### config.mk
export PLATFORM = sky130hd
export DESIGN_NAME = uart_tx_ctrl
export DESIGN_NICKNAME = d
export VERILOG_FILES = /design/src/rtl/uart_tx_ctrl.sv
export SDC_FILE = /design/constraint.sdc
export NUM_CORES = 1
export LEC_CHECK = 0
export BUFFER_PORTS_ARGS = -buffer_cell sky130_fd_sc_hd__buf_2
export CAP_MARGIN = 20
export CORE_UTILIZATION = 60
export DETAILED_ROUTE_END_ITERATION = 8
export PLACE_DENSITY_LB_ADDON = 0.12
export RECOVER_POWER = 50
export SETUP_SLACK_MARGIN = 0.1
export SYNTH_ARGS = -nofsm -noshare
export SYNTH_HDL_FRONTEND = slang
export SYNTH_SLANG_ARGS = --single-unit
### constraint.sdc
create_clock -name clk -period 5.32 [get_ports clk]
set_clock_uncertainty 0.2 [all_clocks]
set_input_delay 0.532 -clock clk [delete_from_list [all_inputs] [get_ports clk]]
set_output_delay 0.532 -clock clk [all_outputs]
set_load 0.02 [all_outputs]
### src/rtl/uart_tx_ctrl.sv
// uart_tx_ctrl: oversampled UART transmitter with a valid/ready byte interface.
//
// A byte is accepted when tx_valid and tx_ready are both high at a rising
// clk edge. It is then sent as a frame on tx: start bit (0), DATA_BITS data
// bits LSB first, an optional parity bit, and STOP_BITS stop bits (1).
// Each bit lasts OVERSAMPLING baud_tick pulses. clk cycles without a
// baud_tick do not advance the frame.
//
// Parameters:
//   DATA_BITS    payload bits per frame (5..9)
//   OVERSAMPLING baud_tick pulses per bit period (2..64)
//   PARITY_EN    1 inserts a parity bit after the data bits
//   PARITY_ODD   0 = even parity, 1 = odd parity
//   STOP_BITS    stop bits per frame (1..2)
//
// Ports:
//   clk        system clock, rising edge
//   rst        asynchronous active-high reset
//   baud_tick  one-clk enable pulse at BAUD_RATE*OVERSAMPLING
//   tx_data    payload, sampled on accept
//   tx_valid   requester has a byte to send
//   tx_ready   high exactly while idle; a byte can be accepted this cycle
//   tx         registered serial line, idle high
//   busy       high while a frame is in progress (inverse of tx_ready)
//   tx_done    one-clk pulse when a frame completes
module uart_tx_ctrl #(
    parameter int DATA_BITS    = 8,
    parameter int OVERSAMPLING = 16,
    parameter int PARITY_EN    = 0,
    parameter int PARITY_ODD   = 0,
    parameter int STOP_BITS    = 1
) (
    input  logic                 clk,
    input  logic                 rst,
    input  logic                 baud_tick,
    input  logic [DATA_BITS-1:0] tx_data,
    input  logic                 tx_valid,
    output logic                 tx_ready,
    output logic                 tx,
    output logic                 busy,
    output logic                 tx_done
);

    localparam int CNT_W = (OVERSAMPLING > 1) ? $clog2(OVERSAMPLING) : 1;
    localparam int BIT_W = $clog2(DATA_BITS);

    localparam logic [CNT_W-1:0] TICK_LAST = CNT_W'(OVERSAMPLING - 1);
    localparam logic [BIT_W-1:0] DATA_LAST = BIT_W'(DATA_BITS - 1);
    localparam logic [BIT_W-1:0] STOP_LAST = BIT_W'(STOP_BITS - 1);

    typedef enum logic [2:0] {
        IDLE,
        START,
        DATA,
        PARITY,
        STOP
    } state_t;

    state_t               state, state_n;
    logic [CNT_W-1:0]     tick_cnt, tick_cnt_n;
    logic [BIT_W-1:0]     bit_idx, bit_idx_n;
    logic [DATA_BITS-1:0] shift_reg, shift_reg_n;
    logic                 par_bit, par_bit_n;
    logic                 tx_n;
    logic                 tx_done_n;
    logic                 tick_end;

    assign tx_ready = (state == IDLE);
    assign busy     = ~tx_ready;

    // Last baud_tick of the current bit period.
    assign tick_end = baud_tick && (tick_cnt == TICK_LAST);

    always_ff @(posedge clk or posedge rst) begin
        if (rst) begin
            state     <= IDLE;
            tick_cnt  <= '0;
            bit_idx   <= '0;
            shift_reg <= '0;
            par_bit   <= 1'b0;
            tx        <= 1'b1;
            tx_done   <= 1'b0;
        end else begin
            state     <= state_n;
            tick_cnt  <= tick_cnt_n;
            bit_idx   <= bit_idx_n;
            shift_reg <= shift_reg_n;
            par_bit   <= par_bit_n;
            tx        <= tx_n;
            tx_done   <= tx_done_n;
        end
    end

    always_comb begin
        state_n     = state;
        tick_cnt_n  = tick_cnt;
        bit_idx_n   = bit_idx;
        shift_reg_n = shift_reg;
        par_bit_n   = par_bit;
        tx_n        = tx;
        tx_done_n   = 1'b0;

        if (state != IDLE && baud_tick) begin
            tick_cnt_n = tick_end ? '0 : tick_cnt + CNT_W'(1);
        end

        case (state)
            IDLE: begin
                tx_n = 1'b1;
                if (tx_valid) begin
                    // Parity is computed from the byte as accepted, so later
                    // shifting of shift_reg does not disturb it.
                    shift_reg_n = tx_data;
                    par_bit_n   = (^tx_data) ^ (PARITY_ODD != 0);
                    tick_cnt_n  = '0;
                    bit_idx_n   = '0;
                    tx_n        = 1'b0;
                    state_n     = START;
                end
            end

            START: begin
                if (tick_end) begin
                    bit_idx_n = '0;
                    tx_n      = shift_reg[0];
                    state_n   = DATA;
                end
            end

            DATA: begin
                if (tick_end) begin
                    if (bit_idx == DATA_LAST) begin
                        bit_idx_n = '0;
                        if (PARITY_EN != 0) begin
                            tx_n    = par_bit;
                            state_n = PARITY;
                        end else begin
                            tx_n    = 1'b1;
                            state_n = STOP;
                        end
                    end else begin
                        // tx is loaded with the bit that becomes shift_reg[0]
                        // after this shift, keeping the line registered.
                        bit_idx_n   = bit_idx + BIT_W'(1);
                        shift_reg_n = shift_reg >> 1;
                        tx_n        = shift_reg[1];
                    end
                end
            end

            PARITY: begin
                if (tick_end) begin
                    bit_idx_n = '0;
                    tx_n      = 1'b1;
                    state_n   = STOP;
                end
            end

            STOP: begin
                if (tick_end) begin
                    if (bit_idx == STOP_LAST) begin
                        bit_idx_n = '0;
                        tx_n      = 1'b1;
                        tx_done_n = 1'b1;
                        state_n   = IDLE;
                    end else begin
                        bit_idx_n = bit_idx + BIT_W'(1);
                    end
                end
            end

            default: begin
                tx_n    = 1'b1;
                state_n = IDLE;
            end
        endcase
    end

endmodule

-- Word-level counts from Yosys, hierarchy flattened
Index checks and enable logic that the tools add are counted.
Widths: inputs -> output; s select.
- register bits: 20
- input port bits: 12
- output and inout port bits: 4
- word-level logic and storage cells: 70
- add/sub/neg operators: 2
- equal/unequal tests: 15
- mux-type cells: 34
- bitwise gates (word level): 1
- reductions and logical operators: 12
- operators with widths (kind ; count):
    $mux 3 ; 13
    $mux 8 ; 3
    $mux 4 ; 4
    $ne 2x2->1 const B ; 8
    $pmux 8 s2 ; 1
    $pmux 3 s5 ; 1
    $pmux 3 s4 ; 1
    $mux 1 ; 10
    $reduce_and 5->1 ; 2
    $reduce_and 7->1 ; 1
    $eq 3x2->1 const B ; 2
    $eq 3x3->1 const B ; 2
    $logic_not 3->1 ; 2
    $pmux 1 s5 ; 1
    $add 4x1->4 const B ; 1
    $eq 4x4->1 const B ; 1
    $reduce_and 4->1 ; 1
    $reduce_bool 4->1 ; 1
    $add 3x1->3 const B ; 1
    $eq 3x1->1 const B ; 1
    $reduce_bool 3->1 ; 1
    $logic_and 1x1->1 ; 2
    $ne 2x1->1 const B ; 1
    $reduce_bool 2->1 ; 1
    other kinds (2) ; 2

-- Longest topological paths before layout
- word-level depth: 6
- depth in mapped cells: 7
- depth with buffers taken out: 6

-- Worst setup path before layout
No wires, ideal clock.
- kind: flip-flop to flip-flop
- from: register tick_cnt[0]
- to: register bit_idx[0]
- setup time: 0.125 ns
- arrival: 1.550 ns
- data required time: 4.995 ns
- setup slack: 3.445 ns
- stages on the path, launching flop included: 7
- path buffers: 1
- clock period less this slack: 1.875 ns
- cells stage by stage: dfrtp_1 ha_1 and4_1 buf_4 nand3_1 o311a_4 mux2_4
- longest elaborated chain between the ends: 4
- elaborated cells on any way between the ends: 6
- classes of those cells: eq/ne (4); reduce/logical (2)
- ends and longest elaborated chain (what ; RTL line ; text):
    from (decl) ; 60 ; logic [CNT_W-1:0] tick_cnt, tick_cnt_n;
    from (signal assigned) ; 85 ; tick_cnt <= tick_cnt_n;
    $eq 4x4->1 (*) ; 72 ; assign tick_end = baud_tick && (tick_cnt == TICK_LAST);
    $logic_and 1x1->1 (*) ; 72 ;
    $ne 2x1->1 (no source line) or $ne 2x2->1 (tied branches) ; n/a ;
    $reduce_and 5->1 (no source line) (*) ; n/a ;
    to (signal assigned) ; 86 ; bit_idx <= bit_idx_n;
    to (decl) ; 61 ; logic [BIT_W-1:0] bit_idx, bit_idx_n;
Every way passes the cells marked *; elsewhere a longest branch is shown, timed or not.
A chain may end at the register's enable or synchronous reset.

-- Worst setup path in the final report
- from: register state[0]
- to: output tx_ready
- longest elaborated chain between the ends: 1
- ends and longest elaborated chain (what ; RTL line ; text):
    from (decl) ; 59 ; state_t state, state_n;
    from (signal assigned) ; 84 ; state <= state_n;
    $logic_not 3->1 ; 68 ; assign tx_ready = (state == IDLE);
    to (decl) ; 38 ; output logic tx_ready,
No other way between the ends.

==> impl_metrics.tcl <==
set metrics [dict create \
    fill_cells 138 \
    die_x_um 46.2 \
    drt_iter0_drc 19 \
    switchingPower_uw 259 \
    status "finished, final reports clean" \
    dieArea_sq_um 2130 \
    fin_crit_ps 2390 \
    fin_crit_sh 0.450 \
    ys_ff_latch 20 \
    ys_warn_count 0 \
    netSwitchingFraction 0.407 \
    worst-path-stages 2 \
    setup_viol 0 \
    critPathLaunch "state[0]" \
    path_delay_family "flip-flops" \
    vias 918 \
    io_pins 16 \
    port_buffers 15 \
    cts_sinks 20 \
    postCtsSetupBuffers 0 \
    overflow 0 \
    clk_path_buf_depth 2 \
    reg2reg_slack_ps 2980 \
    fin_ws_ps 2930 \
    gp_congestion 0.799 \
    layout.nets 149 \
    fmax_mhz 418 \
    power_density_nw_per_um2 501 \
    finalSetupTns_ps 0 \
    dr.pass1.iters 4 \
    fin_worst_hold_slack_ps 145 \
    crit_slowest_cell "dfrtp_1" \
    place_ws_ps 3030 \
    post-route-util 0.714 \
    cts_root_buffer "clkbuf_4" \
    reg2reg_to "shift_reg[1]" \
    synth_edf_count 0 \
    leakage_uw 0.000575 \
    rr_worst_depth 5 \
    ir_worst_vdd_v 0.000309 \
    p_comb_frac 0.402 \
    pwr-share-seq 0.462 \
    netlist_instances 118 \
    post-dp-hpwl_um 1520 \
    ys.flop_type "dfrtp_1" \
    diodes 0 \
    grt_pass1_vias 775 \
    slew_viol_final 0 \
    cp-start-kind "flip-flop" \
    yosys.cell_types.count 38 \
    path_clk_slew_ps 110 \
    slew_headroom 0.434 \
    hold_violations 0 \
    drt_wl_total_um 2090 \
    p_int_uw 379 \
    htreeDepth 1 \
    mostFrequentLayoutCells "dfrtp_1, nand2_1, buf_2" \
    drive_above_1_share 0.212 \
    syn_nets 134 \
    syn_area_sq_um 1170 \
    cts.repair.resized 0 \
    area_delta_synth_final_pct 8.77 \
    coreArea_sq_um 1780 \
    avgRoutedWirePerCell_um 13.3 \
    grt_pass1_wl_um 3350 \
    cts_tree "yes" \
    ys_seq_area_frac 0.429 \
    cp_max_fo 15 \
    slowest_delay_ps 560 \
    viasPerCell 5.85 \
    cts_hold_buf 0 \
    grt_max_degree 21 \
    cap_violations 0 \
    min_path_type "in -> async" \
    rows 15 \
    endpoint_kind "output port" \
    die_y_um 46.2 \
    r2r_start "state[1]" \
    worstSetupPathType "reg -> out" \
    rsz0062_at_grt "no" \
    largest_reg_flops 8 \
    crit_buf_inv 1 \
    antenna_found_initial 0 \
    layout_commonest_cell "dfrtp_1" \
    start_util 0.656 \
    crit_path_cell_trace "nor3_1 -> buf_2" \
    cp-endpoint "tx_ready" \
    clk-insertion-delay-late_ps 300 \
    pwr-share-clk 0.136 \
    cts_buffers 3 \
    syn_area_per_cell_sq_um 9.91 \
    ant_nets 0 \
    worst_pin_slew_ps 847 \
    cp.arrival_ps 1660 \
    track_usage 0.224 \
    total_power_uw 638 \
    route.detailed.drc 0 \
    async_flop_share 1.00 \
    required_ps 4590 \
]
cells in the mapped netlist, types with 2 or more instances:
cell,instances,area share
mux2_4,2,0.026
o21ai_1,8,0.034
mux2i_1,9,0.077
nand2b_1,3,0.016
nand3b_1,2,0.013
o21ai_0,6,0.026
nor3b_1,2,0.013
inv_1,6,0.019
xor2_1,2,0.015
a22o_1,2,0.015
dfrtp_1,19,0.41
buf_4,3,0.019
nor3_1,3,0.013
nor2_1,6,0.019
nand2_1,16,0.051
ha_1,4,0.043
a21oi_1,4,0.017
power groups by stage:
stage / clock [uW] / sequential, uW / combinational [uW]
CTS: 87.1 / 296 / 260
global route: 96.0 / 306 / 290
global placement: 0 / 295 / 246
detailed placement: 0 / 298 / 258
floorplan: 0 / 272 / 222
finish: 87.0 / 294 / 257
through the flow:
step	area, sq um	cells
finish	1270	157
global route	1270	157
CTS	1280	157
detailed placement	1240	153
global placement	1240	153
floorplan	1170	118
kinds of logic (layout without fill, tap and decap cells):
logic type / count (synthesis) / in the layout / share of synthesized area
AO/OA/AOI/OAI: 28 / 28 / 0.168
XOR/XNOR: 2 / 2 / 0.0150
adder cells (fa/ha/maj): 4 / 4 / 0.0428
buffers and inverters: 12 / 26 / 0.0556
flip-flops: 20 / 20 / 0.429
multiplexers: 11 / 11 / 0.103
AND/OR/NAND/NOR: 41 / 41 / 0.187
worst min path at each step:
stage                       startpoint      endpoint  slack (ps)  cells after the start
after CTS                          rst   tick_cnt[2]         170                      2
after global routing               rst  shift_reg[0]         190                      2
after global placement    shift_reg[4]  shift_reg[4]         270                      2
final                              rst   tick_cnt[2]         150                      2
after floorplan           shift_reg[2]  shift_reg[2]         260                      2
after detailed placement  shift_reg[4]  shift_reg[4]         280                      2
worst reg2reg max path, stage by stage, from the launching register on:
cell     delay, ps
dfrtp_1        620
nor3b_1        750
buf_4          280
a31oi_4        180
nand2_1        110
o21ai_1         70
metal layers:
| metal | GRT usage | part of all wire |
|---|---|---|
| met1 | 0.319 | 0.48 |
| met3 | 0.0235 | 0.029 |
| met2 | 0.338 | 0.47 |
| met4 | 0.106 | 0.018 |
| met5 | 0 | 0 |
area by class of cell:
cell class | count | area [sq um] | area share
clock buffers | 4 | 36.3 | 0.0285
inverters | 6 | 22.5 | 0.0177
multi-input cells | 86 | 598 | 0.470
flip-flops and latches | 20 | 502 | 0.394
well taps | 25 | 31.3 | 0.0246
repair buffers | 16 | 82.6 | 0.0649
Power figures use the tool's default switching activity.
